--- src/rtl/hazard_ctrl_unit.sv ---
// Pipeline hazard controller: tracks in-flight register writers, detects
// load-use hazards, and arbitrates stalls, flushes and memory freezes.
module hazard_ctrl_unit #(
    parameter int CORE         = 0,
    parameter int ADDRESS_BITS = 20
) (
    input  logic                    clock,
    input  logic                    reset,

    input  logic                    id_valid,
    input  logic [4:0]              id_rs1,
    input  logic [4:0]              id_rs2,
    input  logic                    id_uses_rs1,
    input  logic                    id_uses_rs2,
    input  logic [4:0]              id_rd,
    input  logic                    id_reg_write,
    input  logic                    id_mem_read,

    input  logic                    ex_branch_taken,
    input  logic [ADDRESS_BITS-1:0] ex_branch_target,
    input  logic                    mem_busy,

    output logic                    stall_if_id,
    output logic                    freeze_all,
    output logic                    bubble_id_ex,
    output logic                    flush_if_id,
    output logic                    redirect_valid,
    output logic [ADDRESS_BITS-1:0] redirect_PC,
    output logic [31:0]             stall_count,
    output logic [31:0]             flush_count
);

    typedef enum logic [1:0] {
        RUN        = 2'd0,
        LOAD_STALL = 2'd1,
        FLUSH      = 2'd2,
        MEM_WAIT   = 2'd3
    } state_t;

    state_t state;
    state_t next_state;

    logic       ex_valid;
    logic [4:0] ex_rd;
    logic       ex_is_load;
    logic       mem_valid;
    logic [4:0] mem_rd;
    logic       mem_is_load;
    logic       wb_valid;
    logic [4:0] wb_rd;
    logic       wb_is_load;

    logic rs1_match;
    logic rs2_match;
    logic load_use;
    logic id_writes;

    // x0 is hardwired to zero, so a matching source of x0 never depends on a load.
    assign rs1_match = id_uses_rs1 && (id_rs1 == ex_rd) && (id_rs1 != 5'd0);
    assign rs2_match = id_uses_rs2 && (id_rs2 == ex_rd) && (id_rs2 != 5'd0);
    assign load_use  = ex_valid && ex_is_load && id_valid && (rs1_match || rs2_match);
    assign id_writes = id_valid && id_reg_write && (id_rd != 5'd0) && !bubble_id_ex;

    always_comb begin
        next_state = RUN;
        if (mem_busy) begin
            next_state = MEM_WAIT;
        end else if (ex_branch_taken) begin
            next_state = FLUSH;
        end else if (load_use) begin
            next_state = LOAD_STALL;
        end
    end

    always_ff @(posedge clock) begin
        if (reset) begin
            state <= RUN;
        end else begin
            state <= next_state;
        end
    end

    always_comb begin
        stall_if_id    = 1'b0;
        freeze_all     = 1'b0;
        bubble_id_ex   = 1'b0;
        flush_if_id    = 1'b0;
        redirect_valid = 1'b0;
        redirect_PC    = '0;
        if (!reset) begin
            if (mem_busy) begin
                freeze_all = 1'b1;
            end else if (ex_branch_taken) begin
                redirect_valid = 1'b1;
                redirect_PC    = ex_branch_target;
                flush_if_id    = 1'b1;
                bubble_id_ex   = 1'b1;
            end else if (load_use) begin
                stall_if_id  = 1'b1;
                bubble_id_ex = 1'b1;
            end
        end
    end

    // Scoreboard shifts one stage per edge unless memory holds the whole pipe.
    always_ff @(posedge clock) begin
        if (reset) begin
            ex_valid    <= 1'b0;
            ex_rd       <= 5'd0;
            ex_is_load  <= 1'b0;
            mem_valid   <= 1'b0;
            mem_rd      <= 5'd0;
            mem_is_load <= 1'b0;
            wb_valid    <= 1'b0;
            wb_rd       <= 5'd0;
            wb_is_load  <= 1'b0;
        end else if (!freeze_all) begin
            wb_valid    <= mem_valid;
            wb_rd       <= mem_rd;
            wb_is_load  <= mem_is_load;
            mem_valid   <= ex_valid;
            mem_rd      <= ex_rd;
            mem_is_load <= ex_is_load;
            ex_valid    <= id_writes;
            ex_rd       <= id_rd;
            ex_is_load  <= id_writes && id_mem_read;
        end
    end

    always_ff @(posedge clock) begin
        if (reset) begin
            stall_count <= 32'd0;
            flush_count <= 32'd0;
        end else begin
            if (stall_if_id || freeze_all) begin
                stall_count <= stall_count + 32'd1;
            end
            if (flush_if_id) begin
                flush_count <= flush_count + 32'd1;
            end
        end
    end

    // The WB entry and the FSM state are kept for observation only.
    logic debug_unused;
    assign debug_unused = ^{wb_valid, wb_rd, wb_is_load, state, (CORE != 0)};

endmodule

--- config.mk ---
export PLATFORM = sky130hd
export DESIGN_NAME = hazard_ctrl_unit
export DESIGN_NICKNAME = d
export VERILOG_FILES = /design/src/rtl/hazard_ctrl_unit.sv
export SDC_FILE = /design/constraint.sdc
export NUM_CORES = 1
export LEC_CHECK = 0
export CORE_ASPECT_RATIO = 0.6
export CORE_MARGIN = 1.5
export CORE_UTILIZATION = 37
export DETAILED_ROUTE_END_ITERATION = 10
export MAX_ROUTING_LAYER = met4
export PLACE_DENSITY = 0.72
export SETUP_SLACK_MARGIN = 0.5
export SLEW_MARGIN = 20
export SYNTH_ARGS = -nofsm -noshare
export SYNTH_HDL_FRONTEND = slang
export SYNTH_SLANG_ARGS = --single-unit
--- constraint.sdc ---
create_clock -name clock -period 2.4 [get_ports clock]
set_input_delay 0.48 -clock clock [delete_from_list [all_inputs] [get_ports clock]]
set_output_delay 0.48 -clock clock [all_outputs]
set_load 0.02 [all_outputs]
==> summary by stage <==
Flow run
Across the run, the number of max-cap violations was 0.

Detailed routing
The number of nets with antenna violations after routing is 0. Summing over every cut layer, the via total after detailed routing is approximately 4000. The routed wire length per instance is roughly 17 um. The average vias per placed instance is about 5.4. The routed design has 12400 um of wire.

After detailed routing, the number of remaining DRC violations is 0. For this run, the detailed router's first-pass iteration total came to 4. The DRC marker count from the first detailed-route iteration is approximately 160.

Finish
The post-route non-filler standard cell count is ~750. In the layout the commonest cells are 66 x clkdlybuf4s50_1, 52 x dfxtp_1, 42 x buf_4, 37 x nor2_1. The final design utilization is 69.1%. The final antenna diode count is 0. The signed area change from the synthesized netlist to the final layout is 78.6%. The most common library cell in the layout ignoring fill and taps is clkdlybuf4s50_1. The layout cell share with drive strength beyond 1 is 36.9%.

After the last flow step, the layout net total stands at 656.

Worst setup path
The worst-case reg-to-reg path depth is 11. The critical path class is flop to output port. The data arrival time of the critical path is 1.89 ns.

STA puts the critical path data required time at 1.92 ns. The maximum fanout encountered on the critical timing path is 6. The startpoint identified for the worst register-to-register timing path is ex_rd[3]$_SDFFE_PP0N_. The reg-to-reg critical path endpoint is stall_count[4]$_SDFFE_PP0P_. The worst setup path is captured at an output port.

The kind of launch point of the worst setup path is a flop. The setup slack of the worst register-to-register path is 0.05 ns.

Place
The half-perimeter wire length after detailed placement is 7920 um. Including well taps, the total number of placed cells is 701. The worst slack at placement is -0.673 ns. The final weighted congestion of routability-driven global placement is 0.793. The count of buffers inserted at the top-level ports is 132.

Floorplan
For this configuration, the core starts out at a cell density of about 39%. The placeable core area is 0.00929 sq mm. The die extent in y is between 70 and 80 um. For this design the top-level I/O count stands at 133.

The floorplan has 27 rows. The area of the die is 0.0103 sq mm. The die span in x is 130 um.

Global route
Global routing used 24.0% of the available tracks across all layers. The total global routing overflow is 0. The via count of the first global-routing pass is 3687. Entering global routing, the biggest net connects 52 pins. The initial antenna violation count is 0. The first-pass GRT wire length is 18600 um.

Min path
The worst hold path terminates at stall_count[31]$_SDFFE_PP0P_. The startpoint identified for the worst hold timing path is stall_count[31]$_SDFFE_PP0P_. Along the worst hold path, the cell count comes to 2. The path class of the lowest-slack min-delay path is flop to flop.

Logic synthesis
Counting every instance in the synthesized netlist gives 432. The portion of the post-synthesis area used by sequential elements is 39.6%. Synthesis inferred between 70 and 80 register bits.

When the netlist entered floorplanning its net count stood at 478. During synthesis, Yosys emitted a total of 0 warnings. The mapped netlist covers 0.00359 sq mm.

The post-synthesis cell type count is 40. The number of synthesized flops with an enable pin is 0. Counting flops with an async set or reset pin after synthesis yields a share of 0%. Ranked by total cell area, the synthesized netlist is headed by dfxtp_1 40%, xor2_1 5.9%, and2_1 5.1%.

The leading register cell type out of synthesis is dfxtp_1. Dividing the synthesized area by the synthesized cell count gives 8.32 sq um. The cell type contributing the most total cell area after synthesis is dfxtp_1. The top cell type's share of synthesized area is 39.6%.

Clock network
TritonCTS built the clock tree. The clock latency reported for the late side of the worst-skew pair is around 0.34 ns. The CTS H-tree depth is 3. The total number of clock tree sinks is 71. The number of buffers on the longest clock path is 2. The number of clock buffers added by TritonCTS is 9. The CTS clock-pin slew for the worst setup and hold paths is 0.06 ns. CTS placed an instance of clkbuf_16 at the clock tree root.

STA
The setup clock skew after layout is 0.0103 ns. The headroom to the max-slew limit is a little under three fifths. The minimum clock period after layout is 2.37 ns. The period utilization is 98.9%.

Setup repair after global routing could not meet its margin everywhere. The slack of the critical path is 0.0269 ns. The fmax is 0.421 GHz. At the pin with the least slew margin, the transition time is 0.669 ns.

The number of failing hold endpoints at the final stage came to 0. The setup violation total in the final timing report is 0. The number of max-slew violations in the final report is 0.

Pwr
The worst-case IR drop observed on VDD is 339 uV. The analysis attributes to cell leakage a power of 2.69 nW. The overall power after layout is 2.82 mW. The ratio of total power to cell area is 439 mW/mm^2.

Outcome
The run finished with clean final reports.
==> metal layers <==
metal	GRT usage [%]	routed length, um	part of all wire (%)
met5	-	0	0
met1	31.7	5600	45
met4	7.89	196	1.6
met2	36.1	5860	47
met3	5.59	696	5.6
==> synth_stat cells (2+ instances only) <==
library cell,count
dfxtp_1,71
nor2_1,38
a21oi_1,33
and2_1,29
nand2_1,28
nand3_1,25
o21ai_0,25
xor2_1,24
or3_1,19
clkbuf_1,15
nand4_1,15
o31ai_1,10
or4_1,10
xnor2_1,10
and4_1,9
and3_1,8
mux2i_1,6
nand2b_1,6
nor3_1,6
or4b_1,6
buf_4,5
nor4_1,5
buf_2,4
inv_1,4
nor2b_1,3
ha_1,2
nor4_2,2
o2111ai_1,2
==> stage by stage <==
stage	hold slack [ns]	cell area, sq um	TNS, ns
6_report	0.490	6420	0
5_1_grt	0.522	6420	-0.0793
4_1_cts	0.480	5960	0
3_5_place_dp	0.444	5350	-16.62
3_3_place_gp	0.438	5350	-14.06
2_1_floorplan	0.427	3710	0
==> report_power, final <==
part	total (mW)	internal (mW)	switching [mW]
clock	1.24	0.726	0.519
combinational	0.372	0.207	0.165
sequential	1.20	1.18	0.0159
==> cells by family after synthesis <==
group | synth area share [%]
adders and majority gates | 0.697
buffers and inverters | 3.69
muxes | 1.67
xor gates and xnor gates | 8.29
and+or+nand+nor | 33.4
DFF | 39.6
AOI/OAI and AO/OA | 12.7
==> cell type report <==
class	count	area, sq um
tap	130	163
fill	727	2870
inverter	4	15.0
multi-input combinational	332	2550
timing repair buffer	192	1950
sequential	71	1460
clock inverter	5	32.5
clock buffer	11	243
==> state kept, by name, indices dropped and copies added, names as in the netlist <==
register / count
ex_valid: 1
stall_count: 32
flush_count: 32
ex_is_load: 1
ex_rd: 5
==> what timing repair did <==
item | 4_1_cts | 5_1_grt
setup buffers | 11 | 9
resized for setup | 204 | 119
pin swaps | 56 | 23
hold buffers | 0 | 0
cloned | 6 | 2
endpoints found under the setup margin | 83 | 81
==> worst max-delay path: stages (launching register included) <==
cell and delay [ns]:
dfxtp_4 0.41, nand2b_4 0.16, o2111ai_4 0.10, nor4_4 0.33, buf_4 0.18, a221oi_4 0.07
nor3_2 0.13, buf_4 0.17
==> worst max path at each step <==
stage                                startpoint                      endpoint  slack, ns  cells past startpoint
final                     ex_rd[3]$_SDFFE_PP0N_                  bubble_id_ex       0.03                      7
after global routing      ex_rd[3]$_SDFFE_PP0N_                  bubble_id_ex      -0.04                      7
after CTS                 ex_rd[1]$_SDFFE_PP0N_                  bubble_id_ex       0.04                      7
after detailed placement               id_valid                   stall_if_id      -0.67                      6
after global placement                 id_valid                   stall_if_id      -0.66                      6
after floorplan                       id_rs1[0]  stall_count[10]$_SDFFE_PP0P_       0.40                      8
Power figures use the tool's default switching activity.
